--- src/rtl/rev_dpg_uncompute_pkg.sv ---
// Shared definitions for the DPG uncompute engine: FSM encoding,
// default operand width and the counter-width helper.
package rev_pkg;

    localparam int DEF_WIDTH = 16;

    typedef enum logic [1:0] {
        IDLE = 2'd0,
        RUN  = 2'd1,
        DONE = 2'd2
    } state_t;

    // Bit-index counter width for a given operand width (WIDTH >= 2).
    function automatic int cnt_w(input int width);
        return $clog2(width);
    endfunction

endpackage

--- src/rtl/rev_dpg_uncompute_if.sv ---
// Record-in / result-out bus of the DPG uncompute engine.
// master = producer/consumer side, slave = engine side.
interface rev_dpg_uncompute_if
    import rev_pkg::*;
#(
    parameter int WIDTH = DEF_WIDTH,
    parameter int CNT_W = cnt_w(WIDTH)
);
    logic             in_valid;
    logic             in_ready;
    logic [WIDTH-1:0] p_in;
    logic [WIDTH-1:0] q_in;
    logic [WIDTH-1:0] r_in;
    logic [WIDTH-1:0] s_in;
    logic             out_valid;
    logic             out_ready;
    logic [WIDTH-1:0] a_out;
    logic [WIDTH-1:0] b_out;
    logic             cin_out;
    logic             err;
    logic [CNT_W-1:0] err_bit;

    modport master (
        output in_valid, p_in, q_in, r_in, s_in, out_ready,
        input  in_ready, out_valid, a_out, b_out, cin_out, err, err_bit
    );

    modport slave (
        input  in_valid, p_in, q_in, r_in, s_in, out_ready,
        output in_ready, out_valid, a_out, b_out, cin_out, err, err_bit
    );
endinterface

--- src/rtl/rev_dpg_uncompute_inv_bit.sv ---
// Combinational inverse of one DPG gate: from (p,q,r,s) recover operand
// bits a, b, the incoming carry c, and the residual ancilla d (0 when the
// gate output is consistent).
module dpg_inv_bit (
    input  logic p,
    input  logic q,
    input  logic r,
    input  logic s,
    output logic a,
    output logic b,
    output logic c,
    output logic d
);
    // q = a^b, r = a^b^c, s = maj(a,b,c) = (a&b) ^ (c&(a^b))
    always_comb begin
        a = p;
        b = p ^ q;
        c = q ^ r;
        d = s ^ ((q & c) ^ (a & b));
    end
endmodule

--- src/rtl/rev_dpg_uncompute.sv ---
// Bit-serial uncompute engine for a WIDTH-bit DPG ripple-carry adder.
// Walks the latched P/Q/R/S words LSB first, one bit per cycle, rebuilding
// A, B and carry-in and flagging the first ancilla / carry-chain violation.
// Optional build macro: REV_UNCOMP_EARLY_ABORT_EN (stop at first violation).
module rev_dpg_uncompute
    import rev_pkg::*;
#(
    parameter int WIDTH = DEF_WIDTH,
    parameter int CNT_W = cnt_w(WIDTH)
) (
    input  logic                clk,
    input  logic                rst,
    rev_dpg_uncompute_if.slave  bus
);
    localparam logic [CNT_W-1:0] LAST = CNT_W'(WIDTH - 1);

    state_t           state;
    logic [WIDTH-1:0] p_r, q_r, r_r, s_r;
    logic [CNT_W-1:0] cnt;
    logic             s_prev;
    logic [WIDTH-1:0] a_r, b_r;
    logic             cin_r;
    logic             err_r;
    logic [CNT_W-1:0] err_bit_r;
    logic             in_ready_r;
    logic             out_valid_r;

    logic bit_a, bit_b, bit_c, bit_d;
    logic viol;

    dpg_inv_bit u_inv (
        .p (p_r[cnt]),
        .q (q_r[cnt]),
        .r (r_r[cnt]),
        .s (s_r[cnt]),
        .a (bit_a),
        .b (bit_b),
        .c (bit_c),
        .d (bit_d)
    );

    // Bit 0 has no predecessor, so only the ancilla term applies there.
    always_comb begin
        viol = bit_d | ((cnt != '0) & (bit_c != s_prev));
    end

    // IDLE/RUN/DONE sequencer with registered handshake and result outputs.
    always_ff @(posedge clk or posedge rst) begin
        if (rst) begin
            state       <= IDLE;
            p_r         <= '0;
            q_r         <= '0;
            r_r         <= '0;
            s_r         <= '0;
            cnt         <= '0;
            s_prev      <= 1'b0;
            a_r         <= '0;
            b_r         <= '0;
            cin_r       <= 1'b0;
            err_r       <= 1'b0;
            err_bit_r   <= '0;
            in_ready_r  <= 1'b1;
            out_valid_r <= 1'b0;
        end else begin
            case (state)
                IDLE: begin
                    if (bus.in_valid && in_ready_r) begin
                        p_r        <= bus.p_in;
                        q_r        <= bus.q_in;
                        r_r        <= bus.r_in;
                        s_r        <= bus.s_in;
                        a_r        <= '0;
                        b_r        <= '0;
                        cin_r      <= 1'b0;
                        err_r      <= 1'b0;
                        err_bit_r  <= '0;
                        cnt        <= '0;
                        s_prev     <= 1'b0;
                        in_ready_r <= 1'b0;
                        state      <= RUN;
                    end
                end
                RUN: begin
                    a_r[cnt] <= bit_a;
                    b_r[cnt] <= bit_b;
                    if (cnt == '0)
                        cin_r <= bit_c;
                    s_prev <= s_r[cnt];
                    if (viol && !err_r) begin
                        err_r     <= 1'b1;
                        err_bit_r <= cnt;
                    end
`ifdef REV_UNCOMP_EARLY_ABORT_EN
                    if ((viol && !err_r) || cnt == LAST)
                        state <= DONE;
                    else
                        cnt <= cnt + 1'b1;
`else
                    if (cnt == LAST)
                        state <= DONE;
                    else
                        cnt <= cnt + 1'b1;
`endif
                end
                DONE: begin
                    // First DONE cycle raises out_valid; then wait for accept.
                    if (!out_valid_r) begin
                        out_valid_r <= 1'b1;
                    end else if (bus.out_ready) begin
                        out_valid_r <= 1'b0;
                        in_ready_r  <= 1'b1;
                        state       <= IDLE;
                    end
                end
                default: state <= IDLE;
            endcase
        end
    end

    assign bus.in_ready  = in_ready_r;
    assign bus.out_valid = out_valid_r;
    assign bus.a_out     = a_r;
    assign bus.b_out     = b_r;
    assign bus.cin_out   = cin_r;
    assign bus.err       = err_r;
    assign bus.err_bit   = err_bit_r;

endmodule
--- src/flat_wrapper.sv ---
// flat-port wrapper written by rule: the top's interface ports become plain ports
module rev_dpg_uncompute_flat import rev_pkg::*;
#(
    parameter int WIDTH = DEF_WIDTH,
    parameter int CNT_W = cnt_w(WIDTH)
)
  (clk, rst, bus_in_valid, bus_p_in, bus_q_in, bus_r_in, bus_s_in, bus_out_ready, bus_in_ready, bus_out_valid, bus_a_out, bus_b_out, bus_cin_out, bus_err, bus_err_bit);
  rev_dpg_uncompute_if #(.WIDTH(WIDTH), .CNT_W(CNT_W)) bus_i ();
  input  logic clk;
  input  logic rst;
  input wire logic [$bits(bus_i.in_valid)-1:0] bus_in_valid;
  input wire logic [$bits(bus_i.p_in)-1:0] bus_p_in;
  input wire logic [$bits(bus_i.q_in)-1:0] bus_q_in;
  input wire logic [$bits(bus_i.r_in)-1:0] bus_r_in;
  input wire logic [$bits(bus_i.s_in)-1:0] bus_s_in;
  input wire logic [$bits(bus_i.out_ready)-1:0] bus_out_ready;
  output wire logic [$bits(bus_i.in_ready)-1:0] bus_in_ready;
  output wire logic [$bits(bus_i.out_valid)-1:0] bus_out_valid;
  output wire logic [$bits(bus_i.a_out)-1:0] bus_a_out;
  output wire logic [$bits(bus_i.b_out)-1:0] bus_b_out;
  output wire logic [$bits(bus_i.cin_out)-1:0] bus_cin_out;
  output wire logic [$bits(bus_i.err)-1:0] bus_err;
  output wire logic [$bits(bus_i.err_bit)-1:0] bus_err_bit;
  assign bus_i.in_valid = bus_in_valid;
  assign bus_i.p_in = bus_p_in;
  assign bus_i.q_in = bus_q_in;
  assign bus_i.r_in = bus_r_in;
  assign bus_i.s_in = bus_s_in;
  assign bus_i.out_ready = bus_out_ready;
  assign bus_in_ready = bus_i.in_ready;
  assign bus_out_valid = bus_i.out_valid;
  assign bus_a_out = bus_i.a_out;
  assign bus_b_out = bus_i.b_out;
  assign bus_cin_out = bus_i.cin_out;
  assign bus_err = bus_i.err;
  assign bus_err_bit = bus_i.err_bit;
  rev_dpg_uncompute #(.WIDTH(WIDTH), .CNT_W(CNT_W)) u_core (.clk(clk), .rst(rst), .bus(bus_i));
endmodule
--- config.mk ---
export PLATFORM = sky130hd
export DESIGN_NAME = rev_dpg_uncompute_flat
export DESIGN_NICKNAME = d
export VERILOG_FILES = /design/src/rtl/rev_dpg_uncompute_pkg.sv /design/src/rtl/rev_dpg_uncompute_if.sv /design/src/rtl/rev_dpg_uncompute_inv_bit.sv /design/src/rtl/rev_dpg_uncompute.sv /design/src/flat_wrapper.sv
export SDC_FILE = /design/constraint.sdc
export NUM_CORES = 1
export LEC_CHECK = 0
export BUFFER_PORTS_ARGS = -buffer_cell sky130_fd_sc_hd__buf_2
export CAP_MARGIN = 20
export CELL_PAD_IN_SITES_DETAIL_PLACEMENT = 1
export CELL_PAD_IN_SITES_GLOBAL_PLACEMENT = 2
export CORE_MARGIN = 1.5
export CORE_UTILIZATION = 35
export CTS_CLUSTER_DIAMETER = 120
export DETAILED_ROUTE_END_ITERATION = 7
export HOLD_SLACK_MARGIN = 0.12
export PLACE_DENSITY_LB_ADDON = 0.1
export REMOVE_ABC_BUFFERS = 1
export SLEW_MARGIN = 40
export SYNTH_ARGS = -nofsm -noshare
export SYNTH_HDL_FRONTEND = slang
export SYNTH_HIERARCHICAL = 1
export SYNTH_SLANG_ARGS = --single-unit
--- constraint.sdc ---
create_clock -name clk -period 9.55 [get_ports clk]
set_clock_uncertainty 0.1 [all_clocks]
set_input_delay 1.91 -clock clk [delete_from_list [all_inputs] [get_ports clk]]
set_output_delay 1.91 -clock clk [all_outputs]
set_load 0.03 [all_outputs]
# Word-level counts from Yosys, hierarchy flattened
# Index checks and enable logic that the tools add are counted.
# Widths: inputs -> output; s select.
# word_totals
output_inout_bits	40
regBits	111
inputBits	68
wordCells	88
# classes
mux	36
eq_ne	11
addsub	1
reduce_logical	16
bitwise_logic	8
magnitude_cmp	2
# ops
cell	count
$pmux 16 s2	2
$bwmux 16	2
$bmux 1 s4	4
$mux 16	1
$pmux 4 s2	2
$mux 1	12
$mux 4	3
$ne 2x1->1 const B	5
$reduce_and 3->1	3
$mux 2	4
$pmux 1 s2	4
$reduce_and 4->1	2
$pmux 2 s3	1
$lt 4x5->1 const B	1
$add 4x1->4 const B	1
$demux 1 s4	1
$eq 4x4->1 const B	1
$ge 4x1->1 const B	1
$logic_not 4->1	1
$ne 2x2->1 const B	2
$reduce_and 2->1	2
$reduce_bool 2->1	2
$reduce_bool 4->1	1
$xor 1x1->1	4
other kinds (8)	12

# Logic depth before layout (Yosys ltp)
# depth
depth_word	10
depth_mapped	10
depth_no_buf	7

# Modules after synthesis
# The synthesis kept the hierarchy.
# by_module_without_submodules
mod	seq_area_each_um2	instances	cells_per_inst	area_each_um2
rev_dpg_uncompute	2778.9	1	523	4933.5
dpg_inv_bit	0.0	1	6	42.5

# Worst setup path after synthesis
# Ideal clock, no wire load.
# synth_timing
kind	in2reg
startpoint	in bus_in_valid
endpoint	reg u_core.p_r[0]
n_path_buf	3
required_ps	9385
slack_ps	6642
stages	6
t_arrival_ps	2742
setup_ps	65
path_cell_list	nor4bb_1 > clkbuf_1 > buf_2 > buf_2 > nand2_1 > nand2_1
# synth_via
elab_chain_cells	2
# synth_rtl
element	line_no	source
start, declared	flat_wrapper.sv:11	input wire logic [$bits(bus_i.in_valid)-1:0] bus_in_valid;
$logic_and 1x1->1	rev_dpg_uncompute.sv:67	if (bus.in_valid && in_ready_r) begin
$reduce_and 2->1 (no source line)	-	
end signal, assigned	rev_dpg_uncompute.sv:68	p_r <= bus.p_in;
end, declared	rev_dpg_uncompute.sv:18	logic [WIDTH-1:0] p_r, q_r, r_r, s_r;
# No other way between the ends.
# A chain may end at the register's enable or synchronous reset.

# Worst setup path in the final report
# layout_timing
startpoint	reg u_core.cnt[0]
endpoint	reg u_core.err_bit_r[3], in the netlist u_core/bus.err_bit[3]
# layout_via
elab_chain_cells	10
elab_cells_between_ends	21
classes_between	2 x eq/ne; 8 x mux; 8 x bitwise; 3 x reduce/logical
# layout_rtl
element	line_no	source
start, declared	rev_dpg_uncompute.sv:19	logic [CNT_W-1:0] cnt;
start signal, assigned	rev_dpg_uncompute.sv:102	cnt <= cnt + 1'b1;
$bmux 1 s4, on equally long branches	rev_dpg_uncompute.sv:33, rev_dpg_uncompute.sv:34	
$mux 1, on equally long branches	rev_dpg_uncompute.sv:33, rev_dpg_uncompute.sv:34	
$xor 1x1->1 (*)	rev_dpg_uncompute_inv_bit.sv:18	c = q ^ r;
via u_core.bit_c	rev_dpg_uncompute.sv:28	logic bit_a, bit_b, bit_c, bit_d;
$and 1x1->1	rev_dpg_uncompute_inv_bit.sv:19	d = s ^ ((q & c) ^ (a & b));
$xor 1x1->1 (2 in series)	rev_dpg_uncompute_inv_bit.sv:19	
$or 1x1->1 (*)	rev_dpg_uncompute.sv:44	viol = bit_d | ((cnt != '0) & (bit_c != s_prev));
$logic_and 1x1->1 (*)	rev_dpg_uncompute.sv:89	if (viol && !err_r) begin
$ne 2x1->1 (no source line) (*)	-	
$reduce_and 3->1 (no source line) (*)	-	
end signal, assigned	rev_dpg_uncompute.sv:91	err_bit_r <= cnt;
end, declared	rev_dpg_uncompute.sv:24	logic [CNT_W-1:0] err_bit_r;
# The timed path passes the listed nets; every way through them passes the cells marked *. The select of a mux whose other input is x is not followed.

==> results.json <==
{
  "status": "completed",
  "cts_buffer_depth": 2,
  "ys_warn_count": 6,
  "die_w_um": 122,
  "hold_buffers": 0,
  "cp_common_cell": "mux4_2",
  "max_freq_mhz": 294,
  "finalPower_mw": 0.875,
  "die_area_um2": 14900,
  "cts_root_buffer": "clkbuf_16",
  "vias_per_cell": 4.86,
  "postSynthCellCount": 529,
  "slew_headroom_pct": 47.4,
  "grt.total_usage_pct": 18.7,
  "hold_path_class": "reg -> reg",
  "htree_levels": 3,
  "insertion_delay_ns": 0.35,
  "firstDrtPassIters": 4,
  "drv_slew": 0,
  "fin_crit_sh_pct": 35.6,
  "drtIter0Drc": 172,
  "ys_seq_area_share_pct": 55.8,
  "critPathMaxStageDelay_ns": 0.60,
  "crit_family": "multiplexers",
  "maxCapViolCount": 0,
  "fp.dieH_um": 122,
  "synthDistinctLibCells": 35,
  "power_leakage_nw": 3.08,
  "criticalPathCategory": "reg -> reg",
  "cp-end-kind": "register",
  "ctsResizeCount": 0,
  "pin_count": 108,
  "antenna_found_initial": 0,
  "synthToLayoutAreaGrowth_pct": 19.7,
  "final.min_clock_period_ns": 3.40,
  "cp_max_fo": 15,
  "rows": 43,
  "slowest_stage": "dfrtp_1",
  "hold_viol": 0,
  "fin_nets": 693,
  "grt-ovfl-total": 0,
  "synth.avg_cell_area_um2": 9.41,
  "n_fill_cell": 1669,
  "grt_max_degree": 96,
  "vias": 3906,
  "critical_path_required_ns": 9.72,
  "fp.coreArea_um2": 13900,
  "rsz0062_at_grt": "false",
  "gp_congestion": 0.731,
  "start_util_pct": 35.8,
  "tns_ns": 0,
  "regArea_um2": 2780,
  "diodes": 0,
  "cts.sinks": 111,
  "antenna_left": 0,
  "totalWireLength_um": 12900,
  "arrival_ns": 3.56,
  "place_area_um2": 5660,
  "peakVddDrop_uv": 79.3,
  "cts_tree": "built",
  "drive_above_1_share_pct": 24.4,
  "setup_violations": 0,
  "grt_pass1_wl_um": 21400,
  "wire_per_inst_um": 16.0,
  "clk_pin_slew_ns": 0.07,
  "route.detailed.drc": 0,
  "hpwl_um": 8700,
  "cellPowerDensity_nw_per_um2": 147,
  "path_cells": "buf_4 -> mux4_2 -> mux4_2 -> xor2_1 -> xnor2_1 -> a21oi_1 -> o21a_1 -> mux2i_1",
  "tightest_slew_ns": 0.788,
  "first_global_vias": 4174,
  "post_cts_buffers": 0,
  "port-buffer-count": 107,
  "cts-buffers-inserted": 9,
  "synth-seq-cells": 111,
  "multiInputGateArea_um2": 2030,
  "final_cell_area_um2": 5960,
  "syn_area_um2": 4980,
  "critical_path_buf_inv_count": 1,
  "cp-start-kind": "register"
}
-- cells in the final DEF, fill, tap and decap left out, types with 2 or more instances in the layout --
cell,synthesis,layout
nand3_1,5,5
a31oi_1,2,2
mux4_2,19,19
nand4_1,2,2
nand3b_1,3,3
o2bb2ai_1,4,4
buf_6,0,2
o22ai_1,5,5
nand2b_1,4,4
a21o_1,4,4
inv_1,10,9
clkbuf_16,0,9
a21oi_1,4,4
xnor2_1,2,2
nand2_1,254,254
xor2_1,2,2
mux2i_1,4,4
ha_1,4,4
clkbuf_8,0,2
o21ai_1,32,32
nor2_1,11,11
inv_2,2,2
buf_2,10,107
nor3_1,4,4
buf_4,3,3
dfrtp_1,110,109
a211oi_1,2,2
-- metal layers --
| layer | wire length, um | up-vias | GRT usage [%] | part of all wire (%) |
|---|---|---|---|---|
| li1 | - | 1896 | - | - |
| met1 | 6070 | 1927 | 25.5 | 47 |
| met2 | 6260 | 73 | 30.8 | 49 |
| met3 | 401 | 10 | 2.65 | 3.1 |
| met4 | 153 | 0 | 6.32 | 1.2 |
| met5 | 0 | - | 0 | 0 |
-- metrics by stage --
| step | hold WS, ns | setup WS [ns] | cells | utilization, % |
|---|---|---|---|---|
| after floorplan | 0.340 | 1.61 | 498 | - |
| after global placement | 0.355 | 5.94 | 790 | 40.7 |
| after detailed placement | 0.359 | 5.87 | 790 | 40.7 |
| after CTS | 0.379 | 6.11 | 804 | 42.9 |
| after global routing | 0.389 | 5.92 | 804 | 42.9 |
| final | 0.370 | 6.15 | 804 | 42.9 |
-- final cells by class --
cell class                      count  share of cell area (%)
Tap cell                          180                    3.78
Clock inverter                      3                   0.735
Timing Repair Buffer              112                    9.75
Inverter                           12                   0.798
Clock buffer                       11                    4.24
Multi-Input combinational cell    375                    34.0
Sequential cell                   111                    46.7
-- path summary, 6_finish.rpt --
kind                                          to      startpoint  depth (start not counted)  slack [ns]
setup / recovery           u_core/bus.err_bit[3]   u_core/cnt[0]                          8        6.15
hold / removal                    u_core/s_r[13]  u_core/s_r[13]                          2        0.37
setup reg to reg           u_core/bus.err_bit[3]   u_core/cnt[0]                          8        6.15
hold reg to reg                   u_core/s_r[13]  u_core/s_r[13]                          2        0.37
max in group asynchronous         u_core/s_r[10]             rst                          3        6.77
min in group asynchronous   u_core/bus.b_out[13]             rst                          2        1.55
-- registers in the layout (all words and copies together) (netlist names), 2 cells and up --
signal / cells
u_core/bus.b_out: 16
u_core/p_r: 16
u_core/state: 2
u_core/bus.a_out: 16
u_core/cnt: 4
u_core/q_r: 16
u_core/bus.err_bit: 4
u_core/s_r: 16
u_core/r_r: 16
-- power breakdown --
part	internal (mW)	switching (mW)
Clock	0.215	0.166
Combinational	0.0106	0.0136
Sequential	0.470	0
-- kinds of logic after synthesis --
group	Yosys count	synth area share (%)
DFF	111	55.8
buffers and inverters	43	3.72
AOI/OAI and AO/OA	56	6.51
adders and majority gates	4	1.01
muxes	23	9.40
xor gates and xnor gates	4	0.704
and+or+nand+nor	288	22.8
-- cells in the mapped netlist --
cell / count / share of area [%]
nand2_1: 254 / 19
dfrtp_1: 110 / 55
o21ai_1: 32 / 3.2
mux4_2: 19 / 8.6
clkbuf_1: 14 / 1.1
nor2_1: 11 / 0.83
buf_2: 10 / 1.0
inv_1: 10 / 0.75
nand3_1: 5 / 0.50
o22ai_1: 5 / 0.63
a21o_1: 4 / 0.60
a21oi_1: 4 / 0.40
buf_1: 4 / 0.30
ha_1: 4 / 1.0
mux2i_1: 4 / 0.80
nand2b_1: 4 / 0.50
nor3_1: 4 / 0.40
o2bb2ai_1: 4 / 0.70
buf_4: 3 / 0.45
nand3b_1: 3 / 0.45
a211oi_1: 2 / 0.30
a31oi_1: 2 / 0.25
inv_2: 2 / 0.15
nand4_1: 2 / 0.25
xnor2_1: 2 / 0.35
xor2_1: 2 / 0.35
and2_1: 1 / 0.13
and3_1: 1 / 0.13
dfstp_2: 1 / 0.53
nor2b_1: 1 / 0.13
nor4bb_1: 1 / 0.20
o21a_1: 1 / 0.15
o21ai_0: 1 / 0.10
o31ai_1: 1 / 0.15
or2_2: 1 / 0.13
-- worst reg2reg max path: cells and delay by family, from the launching register on --
kind | cells | cell delay, ns
xor gates and xnor gates | 2 | 0.42
DFF | 1 | 0.60
buffers and inverters | 1 | 0.39
AOI/OAI and AO/OA | 2 | 0.42
muxes | 3 | 1.39
Power figures use the tool's default switching activity.
